<file path="src/rtl/buscaminas_game_ctrl_if.sv">
// Board-side bundle for the Buscaminas controller: start/mine map/switches in,
// game flags, reveal state and display out.
interface buscaminas_game_ctrl_if #(
  parameter int N_CELLS = 10
);
  logic               start;
  logic [N_CELLS-1:0] mine_map;
  logic [N_CELLS-1:0] switches;
  logic               game_over;
  logic               win;
  logic [N_CELLS-1:0] revealed;
  logic [3:0]         safe_count;
  logic [6:0]         seg;
  logic [1:0]         state_o;

  modport master (
    output start, mine_map, switches,
    input  game_over, win, revealed, safe_count, seg, state_o
  );

  modport slave (
    input  start, mine_map, switches,
    output game_over, win, revealed, safe_count, seg, state_o
  );
endinterface

</file>
<file path="src/rtl/buscaminas_game_ctrl.sv">
// Buscaminas sequencing controller: latches the mine map, turns switch rises
// into one reveal per cycle, decides win/loss and drives the active-low display.
module buscaminas_game_ctrl #(
  parameter int N_CELLS = 10
) (
  input  logic                  clk,
  input  logic                  reset,
  buscaminas_game_ctrl_if.slave bus
);
  typedef enum logic [1:0] {IDLE = 2'd0, PLAY = 2'd1, WIN = 2'd2, LOSE = 2'd3} state_e;

  state_e             state_q;
  logic [N_CELLS-1:0] s1_q, s2_q, prev_q, pend_q, mine_q, revealed_q;
  logic [3:0]         target_q, safe_count_q;
  logic [6:0]         seg_q;
  logic               win_q, game_over_q;

  logic [N_CELLS-1:0] rise, grant;
  logic [3:0]         safe_count_d, target_d;

  function automatic logic [6:0] hex7(input logic [3:0] v);
    case (v)
      4'h0:    return 7'h40;
      4'h1:    return 7'h79;
      4'h2:    return 7'h24;
      4'h3:    return 7'h30;
      4'h4:    return 7'h19;
      4'h5:    return 7'h12;
      4'h6:    return 7'h02;
      4'h7:    return 7'h78;
      4'h8:    return 7'h00;
      4'h9:    return 7'h10;
      4'hA:    return 7'h08;
      default: return 7'h7F;
    endcase
  endfunction

  function automatic logic [3:0] popcount(input logic [N_CELLS-1:0] m);
    logic [3:0] c;
    c = '0;
    for (int i = 0; i < N_CELLS; i++) c = c + {3'b000, m[i]};
    return c;
  endfunction

  // Cells already revealed or already queued never re-enter the pending set
  assign rise         = s2_q & ~prev_q & ~revealed_q & ~pend_q;
  assign safe_count_d = safe_count_q + 4'd1;
  assign target_d     = 4'(N_CELLS) - popcount(bus.mine_map);

  always_comb begin
    grant = '0;
    for (int i = N_CELLS - 1; i >= 0; i--) begin
      if (pend_q[i]) begin
        grant    = '0;
        grant[i] = 1'b1;
      end
    end
  end

  always_ff @(posedge clk or posedge reset) begin
    if (reset) begin
      state_q      <= IDLE;
      s1_q         <= '0;
      s2_q         <= '0;
      prev_q       <= '0;
      pend_q       <= '0;
      mine_q       <= '0;
      revealed_q   <= '0;
      target_q     <= '0;
      safe_count_q <= '0;
      seg_q        <= 7'h7F;
      win_q        <= 1'b0;
      game_over_q  <= 1'b0;
    end else begin
      s1_q   <= bus.switches;
      s2_q   <= s1_q;
      prev_q <= s2_q;
      // start overrides everything, including a grant in the same cycle
      if (bus.start) begin
        mine_q       <= bus.mine_map;
        target_q     <= target_d;
        revealed_q   <= '0;
        safe_count_q <= '0;
        pend_q       <= '0;
        seg_q        <= hex7(4'd0);
        game_over_q  <= 1'b0;
        if (target_d == 4'd0) begin
          state_q <= WIN;
          win_q   <= 1'b1;
        end else begin
          state_q <= PLAY;
          win_q   <= 1'b0;
        end
      end else begin
        case (state_q)
          PLAY: begin
            pend_q <= (pend_q & ~grant) | rise;
            if ((grant & mine_q) != '0) begin
              state_q     <= LOSE;
              game_over_q <= 1'b1;
              seg_q       <= 7'h40;
              pend_q      <= '0;
            end else if (grant != '0) begin
              revealed_q   <= revealed_q | grant;
              safe_count_q <= safe_count_d;
              seg_q        <= hex7(safe_count_d);
              if (safe_count_d == target_q) begin
                state_q <= WIN;
                win_q   <= 1'b1;
                pend_q  <= '0;
              end
            end
          end
          IDLE: begin
            pend_q <= '0;
            seg_q  <= 7'h7F;
          end
          default: pend_q <= '0;
        endcase
      end
    end
  end

  assign bus.state_o    = state_q;
  assign bus.revealed   = revealed_q;
  assign bus.safe_count = safe_count_q;
  assign bus.seg        = seg_q;
  assign bus.win        = win_q;
  assign bus.game_over  = game_over_q;
endmodule

</file>
<file path="src/flat_wrapper.sv">
// flat-port wrapper written by rule: the top's interface ports become plain ports
module buscaminas_game_ctrl_flat 
#(
  parameter int N_CELLS = 10
)
  (clk, reset, bus_start, bus_mine_map, bus_switches, bus_game_over, bus_win, bus_revealed, bus_safe_count, bus_seg, bus_state_o);
  buscaminas_game_ctrl_if #(.N_CELLS(N_CELLS)) bus_i ();
  input  logic clk;
  input  logic reset;
  input wire logic [$bits(bus_i.start)-1:0] bus_start;
  input wire logic [$bits(bus_i.mine_map)-1:0] bus_mine_map;
  input wire logic [$bits(bus_i.switches)-1:0] bus_switches;
  output wire logic [$bits(bus_i.game_over)-1:0] bus_game_over;
  output wire logic [$bits(bus_i.win)-1:0] bus_win;
  output wire logic [$bits(bus_i.revealed)-1:0] bus_revealed;
  output wire logic [$bits(bus_i.safe_count)-1:0] bus_safe_count;
  output wire logic [$bits(bus_i.seg)-1:0] bus_seg;
  output wire logic [$bits(bus_i.state_o)-1:0] bus_state_o;
  assign bus_i.start = bus_start;
  assign bus_i.mine_map = bus_mine_map;
  assign bus_i.switches = bus_switches;
  assign bus_game_over = bus_i.game_over;
  assign bus_win = bus_i.win;
  assign bus_revealed = bus_i.revealed;
  assign bus_safe_count = bus_i.safe_count;
  assign bus_seg = bus_i.seg;
  assign bus_state_o = bus_i.state_o;
  buscaminas_game_ctrl #(.N_CELLS(N_CELLS)) u_core (.clk(clk), .reset(reset), .bus(bus_i));
endmodule
</file>
<file path="config.mk">
export PLATFORM = sky130hd
export DESIGN_NAME = buscaminas_game_ctrl_flat
export DESIGN_NICKNAME = d
export VERILOG_FILES = /design/src/rtl/buscaminas_game_ctrl_if.sv /design/src/rtl/buscaminas_game_ctrl.sv /design/src/flat_wrapper.sv
export SDC_FILE = /design/constraint.sdc
export NUM_CORES = 1
export LEC_CHECK = 0
export CELL_PAD_IN_SITES_DETAIL_PLACEMENT = 1
export CELL_PAD_IN_SITES_GLOBAL_PLACEMENT = 1
export CORE_UTILIZATION = 30
export DETAILED_ROUTE_END_ITERATION = 7
export PLACE_DENSITY = 0.64
export SLEW_MARGIN = 20
export SYNTH_ARGS = -nofsm -noshare
export SYNTH_HDL_FRONTEND = slang
export SYNTH_SLANG_ARGS = --single-unit
</file>
<file path="constraint.sdc">
create_clock -name clk -period 7.7 [get_ports clk]
set_clock_uncertainty 0.2 [all_clocks]
set_input_delay 1.54 -clock clk [delete_from_list [all_inputs] [get_ports clk]]
set_output_delay 1.54 -clock clk [all_outputs]
set_load 0.01 [all_outputs]
</file>
==> summary.txt, run 1 <==
========================================================================================================
DRC violation total after the first TritonRoute iteration                                            114
Max frequency                                                                                    201 MHz
Violated checks                                                                             design-rule violations
Synthesis warning total                                                                                0
Post-detailed-route DRC marker count                                                                   8
Number of buffers inserted during clock tree synthesis                                                 9
Total Die Area                                                                                0.0124 mm2
Path category of the worst min-delay check                                                  flop to flop
Die extent in y                                                                                   111 um
Number of flops mapped to enable cells by yosys                                                        0
Category of the critical setup timing path                                                  input port to flop
Relative max-transition margin                                                                     50.2%
Number of gates given a new drive strength after cts                                                   0
Period Utilization, post-route                                                                     64.7%
Final WL                                                                                         8110 um
Fraction of power consumed by sequential logic                                                     43.4%
Number of max-slew violations in the final report                                                      0
Main combinational cell family by area after synthesis                                      simple AND/OR/NAND/NOR gates
Net switching power figure                                                                    0.000352 W
Maximum resistive drop on vdd                                                                   0.130 mV
Min Hold Slack                                                                                  0.149 ns
Skew-Pair Late Insertion Delay                                                                   0.33 ns
Global-route layer with the greatest usage                                                          met2
Met1 demand-to-capacity share in global routing                                                    17.6%
Count of inserted antenna diode cells                                                                  0
Synthesis-stage register bit count                                                                    79
Met3 track demand over resource in global routing                                                  2.30%
Placement Rows                                                                                        39
Nets in the synthesized netlist                                                                      344
Type of element launching the critical path                                                   input port
Last weighted congestion value of the routability-driven placer                                    0.721
Leakage dissipation                                                                              1.90 nW
Fraction of synthesized area in multiplexers                                                       4.05%
Aggregate negative setup slack                                                                      0 ns
Sort of element at the end of the critical path                                                     flop
Most used DFF post-synth                                                                         dfrtp_1
Simple-gate area share of the yosys netlist                                                        13.4%
Global route total overflow                                                                            0
Core ar.                                                                                      0.0115 mm2
Antenna-violating nets left                                                                            0
Area share of the leading cell type in the synthesized netlist                                     50.3%
Number of antenna violations at the first check in global routing                                      0
Vias in the first global route                                                                      2680
Share of final-layout standard cells stronger than drive strength 1                                14.0%
Post-CTS clock slew at the launch and capture registers of the worst setup and hold paths        0.06 ns
Clock root buffer                                                                              clkbuf_16
Starting density of the core                                                                       31.1%
Design internal power                                                                         0.000816 W
Synth top cells by count                                                                    72 x dfrtp_1, 30 x nor2_1, 25 x a21oi_1, 22 x inv_1
Post-synth ARST share                                                                               100%
Slew @ Worst Pin                                                                                0.747 ns
TritonCTS sink count                                                                                  79
Average wire per standard cell                                                                   16.2 um
Cell area after synthesis                                                                    0.00358 mm2
Worst reg2reg endpoint                                                                      u_core.pend_q[3]
Crit path top cell by count                                                                         fa_1
Horizontal die dimension                                                                          111 um
Yosys cell types                                                                                      54
P per Cell Area                                                                               262 mW/mm2
Hold Path Depth                                                                                        0
Switch share                                                                                       30.1%
Number of maximum-capacitance violations                                                               0
CP max-delay cell                                                                                   fa_1
Endpoint with the worst hold slack                                                          u_core.s2_q[9]
Top fanout value on the critical path                                                                  4
Final worst path period need                                                                     4.99 ns
RSZ-0062 raised after global routing                                                                  no
Cell with the most instances after synthesis                                                     dfrtp_1
Met2 Use GR                                                                                        24.7%
Maximum single-stage delay on the critical path                                                  0.49 ns
Via/cell ratio                                                                                      4.90
Cell chain of the critical path                                                             clkdlybuf4s50_1 > ha_1 > inv_1 > fa_1 > inv_1 > fa_1 > fa_1 > fa_1 > inv_1 > ha_1 > nor2_1 > nand3_1 > nand2_1 > nand2_1 > o21ai_0 > a21oi_1
Core occupancy in the finished layout                                                              38.7%
Crit path DAT                                                                                    5.00 ns
Maximum count of clock buffers along a single path                                                     2
Buffers inserted during post-CTS setup optimization                                                    0
Hold path startpoint                                                                        u_core.s1_q[9]
Total half-perimeter wirelength after legalization and detailed placement                        5790 um
Length in cells of the worst reg-to-reg path                                                           7
Number of endpoints failing setup at the final stage                                                   0
Xor/xnor cell area share of the yosys netlist                                                      3.18%
Fill cell total of the finished layout                                                              1285
# IOs                                                                                                 48
Synth Area per Inst                                                                             11.8 um2
CTS H-tree lvls                                                                                        3
GRT Util Overall                                                                                   14.2%
Critical Path RT                                                                                 7.72 ns
CTS hold repair buffers                                                                                0
Part of the Yosys area used for sequential elements                                                55.5%
Number of nets in the layout                                                                         392
Maximum number of pins on one net before global-route repair                                          80
TritonCTS clock tree                                                                                 yes
Area share of fa/ha/maj cells after synthesis                                                      7.55%
Proportion of power drawn by combinational gates                                                   22.4%
Wire length of the first global-routing pass                                                    13700 um
Finished Layout Cells                                                                                499
Port buffer count                                                                                     47
Placed Instances                                                                                     483
Leading cell types by total area after synthesis                                            dfrtp_1 50%, dfstp_2 5.1%, ha_1 4.2%
Compound-Gate Fraction of Synth Area                                                               12.0%
Share of power burned in the clock network                                                         34.2%
Post-Syn Instances                                                                                   303
Critical R2R Launch                                                                         u_core.bus.safe_count[0]
Reg2reg setup slack                                                                              4.83 ns
Cell taking the most area after synthesis                                                        dfrtp_1
Result of the run                                                                           complete, but fails checks
Area delta synth->final                                                                            24.6%
Total vias in the final route                                                                       2445
Final Hold Violating Endpoints                                                                         0
First-pass iteration count of the detailed router                                                      8
========================================================================================================
[layout by cell type, fill, tap and decap left out, types with 2 or more instances in the layout]
master,n
dfrtp_1,72
clkdlybuf4s50_1,47
nor2_1,30
a21oi_1,25
inv_1,21
mux2_2,12
ha_1,12
o21ai_0,10
clkbuf_16,9
nand2_1,8
a32o_1,7
xnor2_1,7
dfstp_2,7
nor2b_1,6
nand3_1,6
xor2_1,6
fa_1,6
nor4b_1,5
or4b_2,4
nand3b_1,3
clkinvlp_4,3
nor3b_1,2
a211oi_1,2
o31a_1,2
a22o_1,2
nor3_1,2
a31oi_1,2
o311ai_0,2
nand2b_1,2
o21a_1,2
nor4_1,2
clkinv_2,2
o211ai_1,2
inv_6,2
[routing by layer]
| layer | wire, um | part of all wire (%) | vias up |
|---|---|---|---|
| li1 | - | - | 1153 |
| met4 | 131 | 1.6 | 0 |
| met5 | 0 | 0 | - |
| met3 | 244 | 3.0 | 11 |
| met2 | 4110 | 51 | 49 |
| met1 | 3620 | 45 | 1232 |
[worst max-delay path, delay by kind of cell]
kind	cells	cell delay (ns)
adders and majority gates	6	2.22
buffers and inverters	4	0.61
AOI/OAI and AO/OA	2	0.17
and+or+nand+nor	4	0.45
[registers in the layout, summed over array words and instances, names as in the netlist]
name / cells
u_core.bus.revealed: 10
u_core.bus.state_o: 2
u_core.bus.seg: 7
u_core.bus.game_over: 1
u_core.s1_q: 10
u_core.mine_q: 10
u_core.s2_q: 10
u_core.bus.safe_count: 4
u_core.pend_q: 10
u_core.target_q: 4
u_core.bus.win: 1
u_core.prev_q: 10
[per-stage QoR]
step	setup WS, ns	instance area [um2]	power [W]
global placement	2.54	4180	0.000767
CTS	2.72	4460	0.00119
finish	2.71	4460	0.00117
floorplan	3.10	3580	0.000675
global route	2.52	4460	0.00123
detailed placement	2.40	4180	0.000778
[power groups by stage]
stage / clock (W) / sequential [W] / combinational (W)
floorplan: 0 / 0.000510 / 0.000165
global placement: 0 / 0.000513 / 0.000254
detailed placement: 0 / 0.000515 / 0.000263
CTS: 0.000415 / 0.000508 / 0.000266
global route: 0.000428 / 0.000514 / 0.000293
finish: 0.000399 / 0.000507 / 0.000262
[worst max-delay path by stage]
stage                          from                    end  slack (ns)  depth (start not counted)
finish              bus_mine_map[0]  u_core.bus.state_o[0]        2.71                         16
global route        bus_mine_map[0]  u_core.bus.state_o[0]        2.52                         16
CTS                 bus_mine_map[0]  u_core.bus.state_o[0]        2.72                         16
detailed placement  bus_mine_map[0]  u_core.bus.state_o[0]        2.40                         16
global placement    bus_mine_map[0]  u_core.bus.state_o[0]        2.54                         16
floorplan           bus_mine_map[0]  u_core.bus.state_o[0]        3.10                         15
[area by class of cell]
class	instances	area (um2)	area share [%]
clock inverters	7	56.3	1.26
flip-flops and latches	79	1990	44.5
inverters	23	87.6	1.96
repair buffers	49	489	11.0
well taps	143	179	4.01
clock buffers	9	225	5.05
multi-input cells	189	1440	32.2
[logic make-up after synthesis]
| kind of cell | after synthesis |
|---|---|
| compound gates | 63 |
| xor+xnor | 13 |
| fa+ha+maj | 18 |
| buf+inv | 35 |
| flops | 79 |
| mux | 13 |
| simple gates | 82 |
No activity file was read; power rests on OpenSTA's default activity.
==> run 2: changes to the inputs <==
- clock period: 7.7 -> 5.1 ns (I/O delays scaled with it)
==> summary.txt, run 2 (synthesis results as in run 1) <==
========================================================================================================
DRC violation total after the first TritonRoute iteration                                            123
Clock root buffer                                                                              clkbuf_16
CTS hold repair buffers                                                                                0
First-pass iteration count of the detailed router                                                      6
Relative max-transition margin                                                                     43.6%
TritonCTS sink count                                                                                  79
Commonest non-fill, non-tap cells in the layout                                             72 x dfrtp_1, 47 x clkdlybuf4s50_1, 30 x nor2_1
Post-layout total power                                                                        0.00185 W
Switch share                                                                                       28.2%
Period Utilization, post-route                                                                     86.1%
Average wire per standard cell                                                                   16.6 um
Area delta synth->final                                                                            25.5%
Global route total overflow                                                                            0
Number of endpoints failing setup at the final stage                                                   0
Number of gates given a new drive strength after cts                                                   0
Placement Rows                                                                                        39
Type of element launching the critical path                                                   input port
Port buffer count                                                                                     47
GRT Util Overall                                                                                   14.9%
Core ar.                                                                                      0.0115 mm2
Min Hold Slack                                                                                  0.148 ns
Maximum number of pins on one net before global-route repair                                          50
CTS H-tree lvls                                                                                        3
Number of max-slew violations in the final report                                                      0
Design internal power                                                                          0.00133 W
Slew @ Worst Pin                                                                                0.847 ns
Total Die Area                                                                                0.0124 mm2
Category of the critical setup timing path                                                  input port to flop
Share of final-layout standard cells stronger than drive strength 1                                13.5%
Share of power burned in the clock network                                                         37.2%
Fraction of power consumed by sequential logic                                                     41.4%
# IOs                                                                                                 48
Final worst path period need                                                                     4.39 ns
Result of the run                                                                           complete, but fails checks
Crit path DAT                                                                                    4.41 ns
Vias in the first global route                                                                      2663
Number of maximum-capacitance violations                                                               0
Aggregate negative setup slack                                                                      0 ns
Maximum resistive drop on vdd                                                                   0.171 mV
Number of nets in the layout                                                                         392
Fill cell total of the finished layout                                                              1253
P per Cell Area                                                                               411 mW/mm2
Horizontal die dimension                                                                          111 um
Commonest non-fill, non-tap cell in the layout                                                   dfrtp_1
Number of buffers inserted during clock tree synthesis                                                 9
RSZ-0062 raised after global routing                                                                  no
Max frequency                                                                                    228 MHz
Count of inserted antenna diode cells                                                                  0
Final WL                                                                                         8260 um
Total half-perimeter wirelength after legalization and detailed placement                        6020 um
Number of antenna violations at the first check in global routing                                      0
Net switching power figure                                                                    0.000521 W
Wire length of the first global-routing pass                                                    14100 um
Sequential Area                                                                              0.00199 mm2
Area occupied by multi-input gates                                                           0.00144 mm2
Maximum count of clock buffers along a single path                                                     2
Proportion of power drawn by combinational gates                                                   21.4%
Sort of element at the end of the critical path                                                     flop
Path category of the worst min-delay check                                                  flop to flop
Top fanout value on the critical path                                                                  4
Starting density of the core                                                                       31.1%
Skew-Pair Late Insertion Delay                                                                   0.34 ns
Buffers inserted during post-CTS setup optimization                                                    0
Post-CTS clock slew at the launch and capture registers of the worst setup and hold paths        0.06 ns
TritonCTS clock tree                                                                                 yes
Die extent in y                                                                                   111 um
Placed Instances                                                                                     483
Core occupancy in the finished layout                                                              39.0%
Leakage dissipation                                                                              1.92 nW
Finished Layout Cells                                                                                499
Violated checks                                                                             design-rule violations
Critical Path RT                                                                                 5.12 ns
Final Hold Violating Endpoints                                                                         0
Antenna-violating nets left                                                                            0
Post-detailed-route DRC marker count                                                                   7
Last weighted congestion value of the routability-driven placer                                    0.742
Total vias in the final route                                                                       2468
Via/cell ratio                                                                                      4.95
========================================================================================================
[run 2: cell count changes in the layout (fill, tap and decap cells not counted), moves of 2 or more]
cell,previous run,this run
bufinv_16,0,2
clkbuf_1,0,2
clkinv_4,0,2
clkinvlp_4,3,1
inv_6,2,0
[run 2: path summary, 6_finish.rpt]
path,start,depth (start not counted),slack (ns),endpoint
worst max-delay path,bus_mine_map[1],16,0.71,u_core.bus.state_o[0]
worst min-delay path,u_core.s1_q[7],0,0.15,u_core.s2_q[7]
worst max register to register,u_core.bus.safe_count[0],7,2.32,u_core.pend_q[3]
worst min register to register,u_core.s1_q[7],0,0.15,u_core.s2_q[7]
max in group asynchronous,reset,3,2.85,u_core.bus.safe_count[1]
min in group asynchronous,reset,2,0.94,u_core.prev_q[0]
[run 2: final cells by class]
class	instances	area share, %
sequential	79	44.2
multi-input combinational	189	32.0
timing repair buffer	49	10.8
clock buffer	11	5.18
tap	143	3.98
inverter	23	1.95
clock inverter	5	1.89
[run 2: metrics by stage]
stage | setup slack, ns | area, um2
floorplan | 1.02 | 3580
detailed placement | 0.359 | 4180
finish | 0.707 | 4490
global placement | 0.446 | 4180
global route | 0.491 | 4490
CTS | 0.719 | 4490
[run 2: power by group through the flow]
stage / sequential, W / clock [W] / combinational [W]
after floorplan: 0.000770 / 0 / 0.000249
after global placement: 0.000774 / 0 / 0.000384
after detailed placement: 0.000778 / 0 / 0.000399
after CTS: 0.000767 / 0.000702 / 0.000402
after global routing: 0.000776 / 0.000734 / 0.000446
final: 0.000765 / 0.000687 / 0.000395
[run 2: metal layers]
| metal | GRT usage (%) | vias up | wire length [um] |
|---|---|---|---|
| met1 | 18.9 | 1251 | 3750 |
| met5 | 0 | - | 0 |
| met2 | 24.3 | 47 | 4080 |
| li1 | - | 1159 | - |
| met3 | 4.16 | 11 | 298 |
| met4 | 5.41 | 0 | 125 |
[run 2: worst max-delay path: stages]
cell             delay (ns)
clkdlybuf4s50_1        0.42
ha_1                   0.28
inv_1                  0.06
fa_1                   0.35
inv_1                  0.07
fa_1                   0.42
fa_1                   0.47
fa_1                   0.43
inv_1                  0.07
ha_1                   0.23
nor2_1                 0.10
nand3_1                0.09
nand2_1                0.14
nand2_1                0.08
o21ai_0                0.10
a21oi_1                0.07
==> run 3: changes to the inputs <==
- CTS_BUF_LIST: default -> sky130_fd_sc_hd__clkbuf_8
- SETUP_SLACK_MARGIN: default -> 0.3
- TNS_END_PERCENT: default -> 1
==> summary.txt, run 3 (synthesis results as in run 1) <==
========================================================================================================
Relative max-transition margin                                                                     44.4%
Number of gates given a new drive strength after cts                                                   0
Count of inserted antenna diode cells                                                                  0
Post-CTS clock slew at the launch and capture registers of the worst setup and hold paths        0.08 ns
Antenna-violating nets left                                                                            0
Final WL                                                                                         8110 um
Maximum number of pins on one net before global-route repair                                          50
Number of maximum-capacitance violations                                                               0
TritonCTS sink count                                                                                  79
Total Die Area                                                                                0.0124 mm2
Global route total overflow                                                                            0
Port buffer count                                                                                     47
Leakage dissipation                                                                              1.89 nW
Aggregate negative setup slack                                                                      0 ns
Buffers inserted during post-CTS setup optimization                                                    0
Number of antenna violations at the first check in global routing                                      0
Area delta synth->final                                                                            22.7%
CTS H-tree lvls                                                                                        3
Vias in the first global route                                                                      2655
Commonest non-fill, non-tap cells in the layout                                             72 x dfrtp_1, 47 x clkdlybuf4s50_1, 30 x nor2_1
Path category of the worst min-delay check                                                  flop to flop
Number of endpoints failing setup at the final stage                                                   0
Violated checks                                                                             design-rule violations
Sort of element at the end of the critical path                                                     flop
Routed length on met2                                                                            4040 um
Clock root buffer                                                                               clkbuf_8
Post-detailed-route DRC marker count                                                                   7
Total vias in the final route                                                                       2422
Skew-Pair Late Insertion Delay                                                                   0.36 ns
Max frequency                                                                                    229 MHz
Top fanout value on the critical path                                                                  4
Core ar.                                                                                      0.0115 mm2
Horizontal die dimension                                                                          111 um
Fill cell total of the finished layout                                                              1273
Maximum count of clock buffers along a single path                                                     2
Commonest non-fill, non-tap cell in the layout                                                   dfrtp_1
First-pass iteration count of the detailed router                                                      6
Final Hold Violating Endpoints                                                                         0
Routed length on met1                                                                            3680 um
Number of nets in the layout                                                                         392
DRC violation total after the first TritonRoute iteration                                             95
Last weighted congestion value of the routability-driven placer                                    0.742
Total half-perimeter wirelength after legalization and detailed placement                        6020 um
Result of the run                                                                           complete, but fails checks
Min Hold Slack                                                                                  0.152 ns
TritonCTS clock tree                                                                                 yes
Average wire per standard cell                                                                   16.3 um
Type of element launching the critical path                                                   input port
Share of final-layout standard cells stronger than drive strength 1                                13.5%
Maximum resistive drop on vdd                                                                   0.153 mV
Number of max-slew violations in the final report                                                      0
Category of the critical setup timing path                                                  input port to flop
Slew @ Worst Pin                                                                                0.833 ns
Placement Rows                                                                                        39
Number of buffers inserted during clock tree synthesis                                                 9
Starting density of the core                                                                       31.1%
P per Cell Area                                                                               379 mW/mm2
Smallest setup slack after layout                                                               0.736 ns
CTS hold repair buffers                                                                                0
Critical Path RT                                                                                 5.14 ns
Crit path DAT                                                                                    4.41 ns
Wire length of the first global-routing pass                                                    13800 um
Routed met3 length                                                                                241 um
GRT Util Overall                                                                                   14.5%
Max layer used                                                                                      met4
Via/cell ratio                                                                                      4.85
RSZ-0062 raised after global routing                                                                  no
Die extent in y                                                                                   111 um
Period Utilization, post-route                                                                     85.6%
Final worst path period need                                                                     4.36 ns
Minimum setup slack after placement                                                             0.359 ns
# IOs                                                                                                 48
========================================================================================================
==> run 3: changes by cell type in the layout (fill, tap and decap cells not counted) <==
cell / previous run / this run
clkbuf_1: 2 / 0
clkbuf_16: 9 / 0
clkbuf_8: 0 / 9
inv_1: 21 / 23
==> run 3: power breakdown <==
| part | internal (W) | switching [W] | leakage [nW] | total, W |
|---|---|---|---|---|
| Sequential | 0.000707 | 0.0000568 | 0.969 | 0.000764 |
| Clock | 0.000274 | 0.000230 | 0.112 | 0.000504 |
| Combinational | 0.000188 | 0.000207 | 0.804 | 0.000395 |
| Total | 0.00117 | 0.000494 | 1.89 | 0.00166 |
==> run 3: critical path, cell delays in order <==
cell and delay, ns:
clkdlybuf4s50_1 0.42, ha_1 0.28, inv_1 0.06, fa_1 0.35
inv_1 0.07, fa_1 0.42, fa_1 0.47, fa_1 0.43
inv_1 0.07, ha_1 0.23, nor2_1 0.10, nand3_1 0.08
nand2_1 0.14, nand2_1 0.09, o21ai_0 0.10, a21oi_1 0.07
==> run 3: area by class of cell <==
cell class	count	area, um2	area share, %
Clock buffer	9	124	2.82
Clock inverter	7	92.6	2.11
Inverter	23	87.6	1.99
Multi-Input combinational cell	189	1440	32.8
Sequential cell	79	1990	45.2
Tap cell	143	179	4.07
Timing Repair Buffer	49	485	11.1
==> run 3: metrics by stage <==
stage | total power [W] | instance area (um2) | instances | utilization (%)
detailed placement | 0.00118 | 4180 | 483 | 36.3
global placement | 0.00116 | 4180 | 483 | 36.3
global route | 0.00177 | 4390 | 499 | 38.1
finish | 0.00166 | 4390 | 499 | 38.1
CTS | 0.00169 | 4390 | 499 | 38.1
floorplan | 0.00102 | 3580 | 303 | -
==> run 3: worst paths after layout <==
check | from | to | slack [ns] | cells after the start
min in group asynchronous | reset | u_core.pend_q[0] | 0.91 | 2
hold reg to reg | u_core.s1_q[8] | u_core.s2_q[8] | 0.15 | 0
setup reg to reg | u_core.bus.safe_count[0] | u_core.pend_q[3] | 2.31 | 7
hold / removal | u_core.s1_q[8] | u_core.s2_q[8] | 0.15 | 0
setup / recovery | bus_mine_map[0] | u_core.bus.state_o[0] | 0.74 | 16
max in group asynchronous | reset | u_core.bus.safe_count[2] | 2.88 | 3
==> run 3: per-layer routing <==
layer  vias to the layer above  track usage [%]
li1                       1150                -
met1                      1217             18.2
met2                        45             24.2
met3                        10             3.17
met4                         0             6.22
met5                         -                0
